--- config.mk ---
export PLATFORM = sky130hd
export DESIGN_NAME = mult_div_unit_flat
export DESIGN_NICKNAME = d
export VERILOG_FILES = /design/src/rtl/mult_div_unit_if.sv /design/src/rtl/mult_div_unit.sv /design/src/flat_wrapper.sv
export SDC_FILE = /design/constraint.sdc
export NUM_CORES = 1
export LEC_CHECK = 0
export CELL_PAD_IN_SITES_DETAIL_PLACEMENT = 0
export CELL_PAD_IN_SITES_GLOBAL_PLACEMENT = 1
export CORE_MARGIN = 8
export CORE_UTILIZATION = 46
export CTS_BUF_LIST = sky130_fd_sc_hd__clkbuf_4
export CTS_CLUSTER_DIAMETER = 30
export CTS_CLUSTER_SIZE = 10
export DETAILED_ROUTE_END_ITERATION = 7
export HOLD_SLACK_MARGIN = 0.15
export PLACE_DENSITY = 0.91
export SYNTH_ARGS = -nofsm -noshare
export SYNTH_HDL_FRONTEND = slang
export SYNTH_SLANG_ARGS = --single-unit
--- constraint.sdc ---
create_clock -name clk -period 7.45 [get_ports clk]
set_input_delay 1.1175 -clock clk [delete_from_list [all_inputs] [get_ports clk]]
set_output_delay 1.1175 -clock clk [all_outputs]
set_load 0.05 [all_outputs]
--- src/rtl/mult_div_unit_if.sv ---
// Request/result bundle between the pipeline and the multiply/divide unit.
interface mult_div_unit_if #(
  parameter int unsigned WIDTH = 32
);
  logic             start;
  logic [1:0]       op_sel;
  logic [WIDTH-1:0] rs_val;
  logic [WIDTH-1:0] rt_val;
  logic             hi_we;
  logic             lo_we;
  logic [WIDTH-1:0] wdata;
  logic             busy;
  logic             done;
  logic             div_by_zero;
  logic [WIDTH-1:0] hi;
  logic [WIDTH-1:0] lo;

  modport master (
    output start, op_sel, rs_val, rt_val, hi_we, lo_we, wdata,
    input  busy, done, div_by_zero, hi, lo
  );

  modport slave (
    input  start, op_sel, rs_val, rt_val, hi_we, lo_we, wdata,
    output busy, done, div_by_zero, hi, lo
  );
endinterface

--- src/rtl/mult_div_unit.sv ---
// Multi-cycle MIPS MULT/MULTU/DIV/DIVU unit owning HI/LO; one 33-bit add/sub per cycle.
// Optional macro MDU_EARLY_TERM_EN: multiplies leave RUN once the remaining multiplier is zero.
module mult_div_unit #(
  parameter int unsigned WIDTH = 32,
  parameter int unsigned CNT_W = 6
) (
  input logic            clk,
  input logic            rst_n,
  mult_div_unit_if.slave bus
);
  localparam int unsigned AW = WIDTH + 1;
  localparam int unsigned PW = 2 * WIDTH;

  typedef enum logic [1:0] {
    IDLE = 2'd0,
    RUN  = 2'd1,
    FIX  = 2'd2
  } state_t;

  state_t state, state_nxt;

  logic [WIDTH-1:0] hi_q, lo_q;
  logic             busy_q, done_q, dz_q;
  logic             done_nxt, dz_nxt;
  logic             load, step, fix, run_last, mt_ok;

  logic [WIDTH-1:0] work_hi, work_lo, operand;
  logic [CNT_W-1:0] cnt;
  logic             is_div, neg_res, neg_rem;

  // op_sel[1] selects divide, op_sel[0] selects the unsigned variant
  logic             start_div, start_signed, rs_neg, rt_neg, div_zero;
  logic [WIDTH-1:0] rs_abs, rt_abs;

  assign start_div    = bus.op_sel[1];
  assign start_signed = ~bus.op_sel[0];
  assign rs_neg       = start_signed & bus.rs_val[WIDTH-1];
  assign rt_neg       = start_signed & bus.rt_val[WIDTH-1];
  assign rs_abs       = rs_neg ? WIDTH'(0) - bus.rs_val : bus.rs_val;
  assign rt_abs       = rt_neg ? WIDTH'(0) - bus.rt_val : bus.rt_val;
  assign div_zero     = start_div & (bus.rt_val == '0);
  assign mt_ok        = (state == IDLE) & ~bus.start;

  // Shared 33-bit adder/subtractor: carry_in=1 selects subtract
  logic [AW-1:0] add_a, add_b, add_sum;
  logic          add_sub;

  assign add_a   = is_div ? {work_hi, work_lo[WIDTH-1]} : {1'b0, work_hi};
  assign add_b   = {1'b0, operand};
  assign add_sub = is_div;
  assign add_sum = add_a + (add_sub ? ~add_b : add_b) + AW'(add_sub);

  logic          trial_ok;
  logic [AW-1:0] mul_sum;
  logic [WIDTH-1:0] step_hi, step_lo;

  assign trial_ok = ~add_sum[AW-1];
  assign mul_sum  = work_lo[0] ? add_sum : {1'b0, work_hi};

  // One shift-add (multiply) or restoring step (divide)
  always_comb begin
    step_hi = mul_sum[AW-1:1];
    step_lo = {mul_sum[0], work_lo[WIDTH-1:1]};
    if (is_div) begin
      step_hi = trial_ok ? add_sum[WIDTH-1:0] : add_a[WIDTH-1:0];
      step_lo = {work_lo[WIDTH-2:0], trial_ok};
    end
  end

`ifdef MDU_EARLY_TERM_EN
  logic [WIDTH-1:0] mrem;
  logic [CNT_W-1:0] shamt;
  logic [PW-1:0]    prod_raw;

  // Skipped iterations would only shift right, so apply them in one go at FIX
  assign shamt    = CNT_W'(WIDTH) - cnt;
  assign prod_raw = {work_hi, work_lo} >> shamt;
  assign run_last = (cnt == CNT_W'(WIDTH - 1)) | (~is_div & (mrem[WIDTH-1:1] == '0));

  always_ff @(posedge clk) begin
    if (!rst_n) begin
      mrem <= '0;
    end else if (load) begin
      mrem <= rt_abs;
    end else if (step) begin
      mrem <= mrem >> 1;
    end
  end
`else
  logic [PW-1:0] prod_raw;

  assign prod_raw = {work_hi, work_lo};
  assign run_last = (cnt == CNT_W'(WIDTH - 1));
`endif

  logic [PW-1:0]    prod;
  logic [WIDTH-1:0] quo, rem;

  assign prod = neg_res ? PW'(0) - prod_raw : prod_raw;
  assign quo  = neg_res ? WIDTH'(0) - work_lo : work_lo;
  assign rem  = neg_rem ? WIDTH'(0) - work_hi : work_hi;

  // State register and registered status outputs
  always_ff @(posedge clk) begin
    if (!rst_n) begin
      state  <= IDLE;
      busy_q <= 1'b0;
      done_q <= 1'b0;
      dz_q   <= 1'b0;
    end else begin
      state  <= state_nxt;
      busy_q <= (state_nxt != IDLE);
      done_q <= done_nxt;
      dz_q   <= dz_nxt;
    end
  end

  // Next-state and control decode
  always_comb begin
    state_nxt = state;
    load      = 1'b0;
    step      = 1'b0;
    fix       = 1'b0;
    done_nxt  = 1'b0;
    dz_nxt    = 1'b0;
    unique case (state)
      IDLE: begin
        if (bus.start) begin
          if (div_zero) begin
            done_nxt = 1'b1;
            dz_nxt   = 1'b1;
          end else begin
            load      = 1'b1;
            state_nxt = RUN;
          end
        end
      end
      RUN: begin
        step = 1'b1;
        if (run_last) state_nxt = FIX;
      end
      FIX: begin
        fix       = 1'b1;
        done_nxt  = 1'b1;
        state_nxt = IDLE;
      end
      default: state_nxt = IDLE;
    endcase
  end

  // Working registers, sign bookkeeping and HI/LO
  always_ff @(posedge clk) begin
    if (!rst_n) begin
      work_hi <= '0;
      work_lo <= '0;
      operand <= '0;
      cnt     <= '0;
      is_div  <= 1'b0;
      neg_res <= 1'b0;
      neg_rem <= 1'b0;
      hi_q    <= '0;
      lo_q    <= '0;
    end else begin
      if (load) begin
        work_hi <= '0;
        work_lo <= start_div ? rs_abs : rt_abs;
        operand <= start_div ? rt_abs : rs_abs;
        cnt     <= '0;
        is_div  <= start_div;
        neg_res <= rs_neg ^ rt_neg;
        neg_rem <= rs_neg;
      end else if (step) begin
        work_hi <= step_hi;
        work_lo <= step_lo;
        cnt     <= cnt + CNT_W'(1);
      end

      if (fix) begin
        if (is_div) begin
          lo_q <= quo;
          hi_q <= rem;
        end else begin
          hi_q <= prod[PW-1:WIDTH];
          lo_q <= prod[WIDTH-1:0];
        end
      end else if (mt_ok) begin
        if (bus.hi_we) hi_q <= bus.wdata;
        if (bus.lo_we) lo_q <= bus.wdata;
      end
    end
  end

  assign bus.busy        = busy_q;
  assign bus.done        = done_q;
  assign bus.div_by_zero = dz_q;
  assign bus.hi          = hi_q;
  assign bus.lo          = lo_q;

endmodule

--- src/flat_wrapper.sv ---
// flat-port wrapper written by rule: the top's interface ports become plain ports
module mult_div_unit_flat 
#(
  parameter int unsigned WIDTH = 32,
  parameter int unsigned CNT_W = 6
)
  (clk, rst_n, bus_start, bus_op_sel, bus_rs_val, bus_rt_val, bus_hi_we, bus_lo_we, bus_wdata, bus_busy, bus_done, bus_div_by_zero, bus_hi, bus_lo);
  mult_div_unit_if #(.WIDTH(WIDTH)) bus_i ();
  input logic clk;
  input logic rst_n;
  input wire logic [$bits(bus_i.start)-1:0] bus_start;
  input wire logic [$bits(bus_i.op_sel)-1:0] bus_op_sel;
  input wire logic [$bits(bus_i.rs_val)-1:0] bus_rs_val;
  input wire logic [$bits(bus_i.rt_val)-1:0] bus_rt_val;
  input wire logic [$bits(bus_i.hi_we)-1:0] bus_hi_we;
  input wire logic [$bits(bus_i.lo_we)-1:0] bus_lo_we;
  input wire logic [$bits(bus_i.wdata)-1:0] bus_wdata;
  output wire logic [$bits(bus_i.busy)-1:0] bus_busy;
  output wire logic [$bits(bus_i.done)-1:0] bus_done;
  output wire logic [$bits(bus_i.div_by_zero)-1:0] bus_div_by_zero;
  output wire logic [$bits(bus_i.hi)-1:0] bus_hi;
  output wire logic [$bits(bus_i.lo)-1:0] bus_lo;
  assign bus_i.start = bus_start;
  assign bus_i.op_sel = bus_op_sel;
  assign bus_i.rs_val = bus_rs_val;
  assign bus_i.rt_val = bus_rt_val;
  assign bus_i.hi_we = bus_hi_we;
  assign bus_i.lo_we = bus_lo_we;
  assign bus_i.wdata = bus_wdata;
  assign bus_busy = bus_i.busy;
  assign bus_done = bus_i.done;
  assign bus_div_by_zero = bus_i.div_by_zero;
  assign bus_hi = bus_i.hi;
  assign bus_lo = bus_i.lo;
  mult_div_unit #(.WIDTH(WIDTH), .CNT_W(CNT_W)) u_core (.clk(clk), .rst_n(rst_n), .bus(bus_i));
endmodule
**Word level (Yosys, flattened, before mapping)**

Index checks and enable logic that the tools add are counted.
Widths: inputs -> output; s select.

- Output and inout bits: 67
- Flip-flop bits (word level): 174
- Input port bits: 103

- Multiplexer cells: 35
- Reductions and logical operators: 11
- Bitwise logic cells: 10
- Equal/unequal tests: 3
- $add $sub $neg: 8

Operator list:

| kind | count |
|---|---|
| $mux 32 | 19 |
| $sub 1x32->32 const A | 4 |
| $mux 33 | 3 |
| $mux 64 | 1 |
| $sub 1x64->64 const A | 1 |
| $add 33x1->33 | 1 |
| $add 33x33->33 | 1 |
| $not 32->33 | 1 |
| $logic_not 32->1 | 1 |
| $reduce_bool 2->1 | 5 |
| $mux 1 | 7 |
| $add 6x1->6 const B | 1 |
| $eq 6x5->1 const B | 1 |
| $mux 2 | 3 |
| $reduce_and 2->1 | 3 |
| $and 1x1->1 | 4 |
| $not 1->1 | 4 |
| $pmux 2 s2 | 1 |
| $eq 2x1->1 const B | 1 |
| $eq 2x2->1 const B | 1 |
| $logic_not 2->1 | 1 |
| $pmux 1 s2 | 1 |
| $reduce_or 2->1 | 1 |
| $xor 1x1->1 | 1 |

**Longest topological paths before layout**

Gate-level depths: netlist of run 1.

- Word-level depth: 8
- Gate-level depth with buffers: 18

**Least setup slack after synthesis of run 1**

No wires, ideal clock.

- Path kind: flip-flop to flip-flop
- Start: register u_core.is_div (netlist: u_core.add_sub)
- End: register u_core.work_hi[18]
- Period minus slack after synthesis: 4.903 ns
- Data required time: 7.319 ns
- Data arrival time: 4.772 ns
- Stages on the path, launching flop included: 18
- Slack: 2.547 ns
- Cells stage by stage: dfxtp_1 clkbuf_1 buf_1 clkbuf_1 buf_1 clkbuf_1 xor2_1 ha_1 clkbuf_1 nand2_1 o211ai_1 a41oi_1 nor4_1 a22oi_1 nand2_1 clkbuf_1 mux2i_1 a21oi_1

- Cells in the longest elaborated chain, start to end: 5
- Elaborated cells on any way between the ends: 7

RTL lines:

| element | line | source |
|---|---|---|
| start: declaration | mult_div_unit.sv:29 | `logic is_div, neg_res, neg_rem;` |
| start signal: assignment | mult_div_unit.sv:169 | `is_div <= start_div;` |
| $mux 33, on equally long branches | mult_div_unit.sv:48, mult_div_unit.sv:51 |  |
| $add 33x33->33 | mult_div_unit.sv:51 | `assign add_sum = add_a + (add_sub ? ~add_b : add_b) + AW'(add_sub);` |
| $add 33x1->33 | mult_div_unit.sv:51 |  |
| $mux 33 / $mux 32 (equally long branches) | mult_div_unit.sv:58, mult_div_unit.sv:65 |  |
| $mux 32 (*) | mult_div_unit.sv:64 | `if (is_div) begin` |
| end signal: assignment | mult_div_unit.sv:173 | `work_hi <= step_hi;` |
| end: declaration | mult_div_unit.sv:27 | `logic [WIDTH-1:0] work_hi, work_lo, operand;` |

Every way passes the cells marked *; elsewhere a longest branch is shown, timed or not.
A chain may end at the register's enable or synchronous reset.

**Worst setup path after layout of run 1**

- Start: register u_core.is_div (netlist: u_core.add_sub)
- End: register u_core.work_hi[22]

Same word-level chain as after synthesis.

==> metrics.md, run 1 <==
| Metric | Value |
|---|---|
| Initial core utilization | 46.43% |
| Area growth from synthesis to layout | 14.18% |
| Number of antenna violations at the first check in global routing | 2 |
| End of the worst register-to-register path | u_core.work_hi[22] |
| Post_cts resized | 0 |
| Setup Viol. Count Final | 0 |
| Reg-to-reg startpoint | u_core.add_sub |
| Routed len/inst | 22.67 um |
| Die H | 193.8 um |
| Flops & latches, synth | 174 |
| WHS Endpoint | u_core.bus.hi[13] |
| R2R Setup Slk | 2200 ps |
| Outcome | finished, final reports clean |
| Dominant cell type by area after synthesis | dfxtp_1 |
| Routed Antenna Nets | 0 |
| Simple-Gate Fraction of Synth Area | 21.11% |
| Die W | 193.8 um |
| Placed insts | 2402 |
| Syn Area/Cell | 7.375 sq um |
| Gate count of the mapped netlist | 1971 |
| Fraction of the mapped netlist area in adder cells | 3.236% |
| Routed WL | 55230 um |
| I/O Pins | 170 |
| YS warnings | 0 |
| Largest net degree at the start of global routing | 78 |
| Residual DRC | 0 |
| CP cell instances | buf_4 > o21ai_0 > ha_1 > o211ai_1 > o21ai_0 > o211ai_1 > o211ai_1 > a31oi_1 > buf_4 > nor2_1 > o21ai_0 > a221o_1 |
| Rows | 65 |
| TritonCTS clock tree | yes |
| Syn Std Cell Area | 0.01454 sq mm |
| CTS clk-pin slew, worst paths | 170 ps |
| Slowest CP cell | dfxtp_4 |
| Crit path kind | flip-flop to flip-flop |
| Initial detailed-routing violation count | 2054 |
| Share of cells above drive strength 1 | 6.053% |
| Core Util, Final | 53.01% |
| Leak Pwr | 6.192 nW |
| Rel. slew slack | 20.46% |
| Die area | 0.03754 sq mm |
| TNS Setup | 0 ps |
| Post-Synth XOR/XNOR Area | 10.91% |
| Dominant cells by area after synthesis | dfxtp_1 24%, xor2_1 6.3%, a21oi_1 6.0%, nand2_1 4.9%, o21ai_0 4.8% |
| CTS Root Cell | clkbuf_4 |
| Min Tclk post-route | 5254 ps |
| Hold WC Path Type | flip-flop to flip-flop |
| Routed vias/inst | 6.356 |
| Max Root-Sink Buffers | 2 |
| Global-route wire length before repair | 84660 um |
| Mux cell area share after synthesis | 6.128% |
| Final Hold Fails | 0 |
| Tot Pwr | 0.002665 W |
| Unrepaired setup endpoints after global routing | no |
| Port bufs | 169 |
| VDD IR max | 90.59 uV |
| # H-tree levels | 4 |
| Clock tree sinks | 174 |
| HP Start | u_core.bus.hi[13] |
| Largest family of logic cells by synthesized area | compound AO/OA/AOI/OAI gates |
| CP max FO | 52 |
| HPWL after detailed placement | 42520 um |
| Hold path cells | 2 |
| All-layer global routing usage | 28.09% |
| Share of the synthesized area in the top cell type | 23.96% |
| Post-CTS setup repair buffer count | 0 |
| Max-Cap Viols | 0 |
| Area of the core | 0.03131 sq mm |
| CTS Hold Buffers Added | 0 |
| Vias in the first global route | 14390 |
| Slew @ Worst Pin | 1182 ps |
| Worst r2r path cells | 12 |
| Aggregate global routing overflow | 0 |
| PD cells | 160.6 mW/mm^2 |
| Cell variety after synth | 75 |
| Highest Clock Rate | 0.1903 GHz |
| Register area share after synthesis | 23.96% |
| Final #Nets | 2159 |
| Routed via count | 15480 |
| Setup crit start kind | flip-flop |
| DRT Pass-1 Iters | 6 |
| Post-synth EDFFs | 0 |
| CP Data Required Time | 7990 ps |
| Worst EP arrival | 5790 ps |
| Cts bufs inserted | 17 |
| GP Congestion | 0.9566 |
| Post-route insts no fill | 2436 |
| CP peak stage delay | 860 ps |
| Clk_lat worst skew | 660 ps |
| Asr flop ratio synth | 0% |
| Post-synth net total | 2111 |
| Endpoint class of the critical path | flip-flop |
| Synth Area in Compound Gates | 29.25% |
| Final Max Slew Viols | 0 |
| Top FF cell, synth | dfxtp_1 |
| Clock Skew | 42.92 ps |
| Final worst-path cycle share | 70.52% |
[per-layer routing]
metal	wire, um	global-route usage [%]
met2	23600	42.94
met1	23760	38.00
met4	2657	13.54
met5	0	0
met3	5205	4.564
[cells by family (layout without fill, tap and decap cells)]
| logic type | Yosys count | count (layout) |
|---|---|---|
| DFF | 174 | 174 |
| other | 0 | 2 |
| buffers and inverters | 203 | 264 |
| muxes | 85 | 85 |
| and+or+nand+nor | 634 | 634 |
| xor gates and xnor gates | 181 | 181 |
| AOI/OAI and AO/OA | 657 | 657 |
| adders and majority gates | 37 | 37 |
[cell usage in the layout (no fill, tap or decap), types with 45 or more instances in the layout]
| cell type | count |
|---|---|
| xnor2_1 | 77 |
| o211ai_1 | 51 |
| a211oi_1 | 58 |
| clkdlybuf4s50_1 | 167 |
| xor2_1 | 104 |
| nor3_1 | 45 |
| mux2i_1 | 53 |
| o21ai_0 | 139 |
| nor2_1 | 157 |
| nand2_1 | 190 |
| a21oi_1 | 174 |
| dfxtp_1 | 173 |
[cell type report]
type / count / area (sq um)
tap: 402 / 503.0
clock buffer: 17 / 127.6
antenna: 2 / 5.005
inverter: 38 / 142.6
multi-input combinational: 1594 / 10290
sequential: 174 / 3487
clock inverter: 15 / 168.9
fill: 3066 / 14710
timing repair buffer: 194 / 1872
[registers in the layout, indices dropped and copies added, names as in the netlist]
signal / count
u_core.bus.hi: 32
u_core.bus.lo: 32
u_core.operand: 32
u_core.work_hi: 32
u_core.work_lo: 32
u_core.cnt: 6
u_core.state: 2
u_core.add_sub: 1
u_core.bus.busy: 1
u_core.bus.div_by_zero: 1
u_core.bus.done: 1
u_core.neg_rem: 1
u_core.neg_res: 1
[how the worst max path moves through the flow]
stage	startpoint	to	slack [ps]	depth (start not counted)
2_1_floorplan	u_core.add_sub	u_core.work_hi[18]	2550	17
3_3_place_gp	u_core.add_sub	u_core.work_hi[22]	2440	12
3_5_place_dp	bus_rt_val[21]	u_core.work_hi[19]	2360	10
4_1_cts	u_core.add_sub	u_core.work_hi[22]	2330	12
5_1_grt	u_core.add_sub	u_core.work_hi[13]	2000	12
6_report	u_core.add_sub	u_core.work_hi[22]	2200	12
[where the power goes]
group	internal [W]	switching, W
clock network	0.000157	0.000417
logic	0.000369	0.000633
registers	0.000992	0.0000968
total	0.00152	0.00115
[worst max-delay path: cells and delay by family (launching register included)]
family | cells | cell delay, ps
flip-flops | 1 | 860
buffers and inverters | 2 | 770
AO/OA/AOI/OAI | 8 | 2230
AND/OR/NAND/NOR | 1 | 780
adder cells (fa/ha/maj) | 1 | 440
[metrics by stage]
step	hold WS, ps	instance area (sq um)	setup slack, ps
CTS	469.8	16590	2333
floorplan	445.0	14540	2547
finish	469.3	16600	2196
detailed placement	444.5	16300	2363
global placement	440.0	16300	2437
global route	495.5	16600	2002
[cell usage after synthesis (43+ instances only)]
| cell | number |
|---|---|
| nand2_1 | 190 |
| a21oi_1 | 174 |
| dfxtp_1 | 174 |
| nor2_1 | 159 |
| o21ai_0 | 140 |
| clkbuf_1 | 133 |
| xor2_1 | 104 |
| xnor2_1 | 77 |
| a211oi_1 | 58 |
| mux2i_1 | 53 |
| o211ai_1 | 51 |
| nor3_1 | 45 |
| nor2b_1 | 44 |
| nand3_1 | 43 |
Note: power is estimated with default switching activity, not from simulation.
==> run 2: changes to the inputs <==
--- a/config.mk
+++ b/config.mk
@@ -8,13 +8,13 @@
 export CELL_PAD_IN_SITES_DETAIL_PLACEMENT = 0
 export CELL_PAD_IN_SITES_GLOBAL_PLACEMENT = 1
 export CORE_MARGIN = 8
-export CORE_UTILIZATION = 46
+export CORE_UTILIZATION = 43
 export CTS_BUF_LIST = sky130_fd_sc_hd__clkbuf_4
 export CTS_CLUSTER_DIAMETER = 30
 export CTS_CLUSTER_SIZE = 10
 export DETAILED_ROUTE_END_ITERATION = 7
 export HOLD_SLACK_MARGIN = 0.15
-export PLACE_DENSITY = 0.91
+export PLACE_DENSITY = 0.86
 export SYNTH_ARGS = -nofsm -noshare
 export SYNTH_HDL_FRONTEND = slang
 export SYNTH_SLANG_ARGS = --single-unit
==> constraint.sdc (replaced) <==
create_clock -name clk -period 5.5 [get_ports clk]
set_input_delay 0.825 -clock clk [delete_from_list [all_inputs] [get_ports clk]]
set_output_delay 0.825 -clock clk [all_outputs]
set_load 0.05 [all_outputs]
==> metrics.md, run 2 (same netlist as run 1, synthesis figures left out) <==
| Metric | Value |
|---|---|
| Vias in the first global route | 13920 |
| GP Congestion | 0.9576 |
| Clock tree sinks | 174 |
| Slowest CP cell | dfxtp_1 |
| Rel. slew slack | 22.64% |
| Commonest non-fill, non-tap cells in the layout | 190 x nand2_1, 174 x a21oi_1, 173 x dfxtp_1 |
| Min Tclk post-route | 4541 ps |
| Port bufs | 169 |
| Area growth from synthesis to layout | 14.92% |
| Clk network pwr share | 21.5% |
| Sequential fraction of design power | 40.6% |
| Largest net degree at the start of global routing | 106 |
| Post-route insts no fill | 2488 |
| Die area | 0.03995 sq mm |
| Int Pwr | 0.002057 W |
| CTS Hold Buffers Added | 0 |
| Global-route wire length before repair | 82990 um |
| I/O Pins | 170 |
| Reg-to-reg startpoint | u_core.work_hi[0] |
| CP Data Required Time | 6060 ps |
| Initial core utilization | 43.46% |
| Slew @ Worst Pin | 1158 ps |
| WHS Endpoint | u_core.bus.hi[19] |
| Commonest non-fill, non-tap cell in the layout | nand2_1 |
| Routed Antenna Nets | 0 |
| TNS Setup | 0 ps |
| Routed len/inst | 22.41 um |
| Die W | 199.9 um |
| Hold WC Path Type | flip-flop to flip-flop |
| Clk_lat worst skew | 640 ps |
| CP cell instances | inv_1 > o21ai_0 > fa_1 > a211oi_1 > o21ai_0 > o211ai_1 > o211ai_1 > a22o_1 > nor2_1 > buf_4 > o311ai_0 > and3_1 |
| CP peak stage delay | 590 ps |
| PD cells | 216.3 mW/mm^2 |
| Setup crit start kind | flip-flop |
| Post-route setup slack | 959.1 ps |
| Cts bufs inserted | 17 |
| Final worst-path cycle share | 82.56% |
| Worst Setup SP | u_core.work_hi[0] |
| CTS clk-pin slew, worst paths | 160 ps |
| Final Hold Fails | 0 |
| Net Sw Power | 0.001556 W |
| R2R Setup Slk | 960 ps |
| Final #Nets | 2165 |
| Crit path kind | flip-flop to flip-flop |
| HP Start | u_core.bus.hi[19] |
| Crit path max-delay family | compound AO/OA/AOI/OAI gates |
| Switch share | 43.07% |
| Routed vias/inst | 6.212 |
| TritonCTS clock tree | yes |
| Leak Pwr | 6.225 nW |
| Area of the core | 0.03345 sq mm |
| Worst EP arrival | 5100 ps |
| Initial detailed-routing violation count | 1774 |
| Hold path cells | 2 |
| Final Max Slew Viols | 0 |
| CP max FO | 10 |
| Placed insts | 2454 |
| Outcome | finished, final reports clean |
| CTS Root Cell | clkbuf_4 |
| Share of cells above drive strength 1 | 6.379% |
| Max-Cap Viols | 0 |
| # H-tree levels | 4 |
| Gate power share | 37.9% |
| Clock Skew | 40.09 ps |
| Setup Viol. Count Final | 0 |
| Unrepaired setup endpoints after global routing | no |
| All-layer global routing usage | 26.76% |
| Rows | 67 |
| DRT Pass-1 Iters | 6 |
| End of the worst register-to-register path | u_core.work_hi[8] |
| Post-CTS setup repair buffer count | 0 |
| Pre-CTS WS | 916.8 ps |
| Residual DRC | 0 |
| Max Root-Sink Buffers | 2 |
| Routed WL | 55760 um |
| Number of antenna violations at the first check in global routing | 2 |
| Aggregate global routing overflow | 0 |
| Worst r2r path cells | 12 |
| Tot Pwr | 0.003613 W |
| Highest Clock Rate | 0.2202 GHz |
| Die H | 199.9 um |
| Routed via count | 15460 |
| Post_cts resized | 0 |
| HPWL after detailed placement | 43570 um |
| VDD IR max | 176.2 uV |
| Endpoint class of the critical path | flip-flop |
| Buffers plus inverters on the worst setup path | 2 |
## run 2: changes by cell type in the layout (fill, tap and decap cells not counted)
cell,delta
buf_12,+1
buf_4,+5
clkinv_1,-1
clkinv_2,+1
clkinv_8,-1
inv_6,+2
inv_8,-1
## run 2: worst max path at each step
stage | end | slack (ps) | cells past startpoint
4_1_cts | u_core.work_hi[8] | 1110 | 12
3_5_place_dp | u_core.work_hi[14] | 920 | 10
2_1_floorplan | u_core.work_hi[18] | 600 | 17
6_report | u_core.work_hi[8] | 960 | 12
5_1_grt | u_core.work_hi[8] | 740 | 12
3_3_place_gp | u_core.work_hi[30] | 1000 | 8
## run 2: area by class of cell
type,count,area [sq um]
diodes,2,5.005
clock buffers,17,127.6
clock inverters,15,160.2
fillers,3295,16740
inverters,38,142.6
multi-input cells,1594,10290
flip-flops and latches,174,3487
well taps,448,560.5
repair buffers,200,1929
## run 2: stage by stage
stage	cell area (sq um)	util [%]	hold WS, ps
final	16700	49.94	469.7
after floorplan	14540	-	445.0
after global routing	16700	49.94	485.9
after detailed placement	16410	49.07	445.5
after global placement	16410	49.07	438.9
after CTS	16700	49.93	471.1
## run 2: metal layers
layer	track usage (%)	vias to the layer above	share of wire (%)
met5	0	-	0
met1	37.47	7231	44
met4	10.00	0	3.5
li1	-	7340	-
met3	3.370	83	8.7
met2	41.56	802	44
## run 2: worst register-to-register path, cell delays in order, from the launching register on
cell and delay (ps):
dfxtp_1 590, inv_1 230, o21ai_0 560, fa_1 350
a211oi_1 120, o21ai_0 470, o211ai_1 260, o211ai_1 500
a22o_1 480, nor2_1 210, buf_4 220, o311ai_0 300
and3_1 200
## run 2: power by group through the flow
stage / combinational, W / clock [W] / sequential [W]
6_report: 0.00137 / 0.000776 / 0.00147
5_1_grt: 0.00147 / 0.000829 / 0.00148
4_1_cts: 0.00135 / 0.000775 / 0.00146
3_5_place_dp: 0.00134 / 0 / 0.00149
3_3_place_gp: 0.00133 / 0 / 0.00149
2_1_floorplan: 0.000835 / 0 / 0.00151
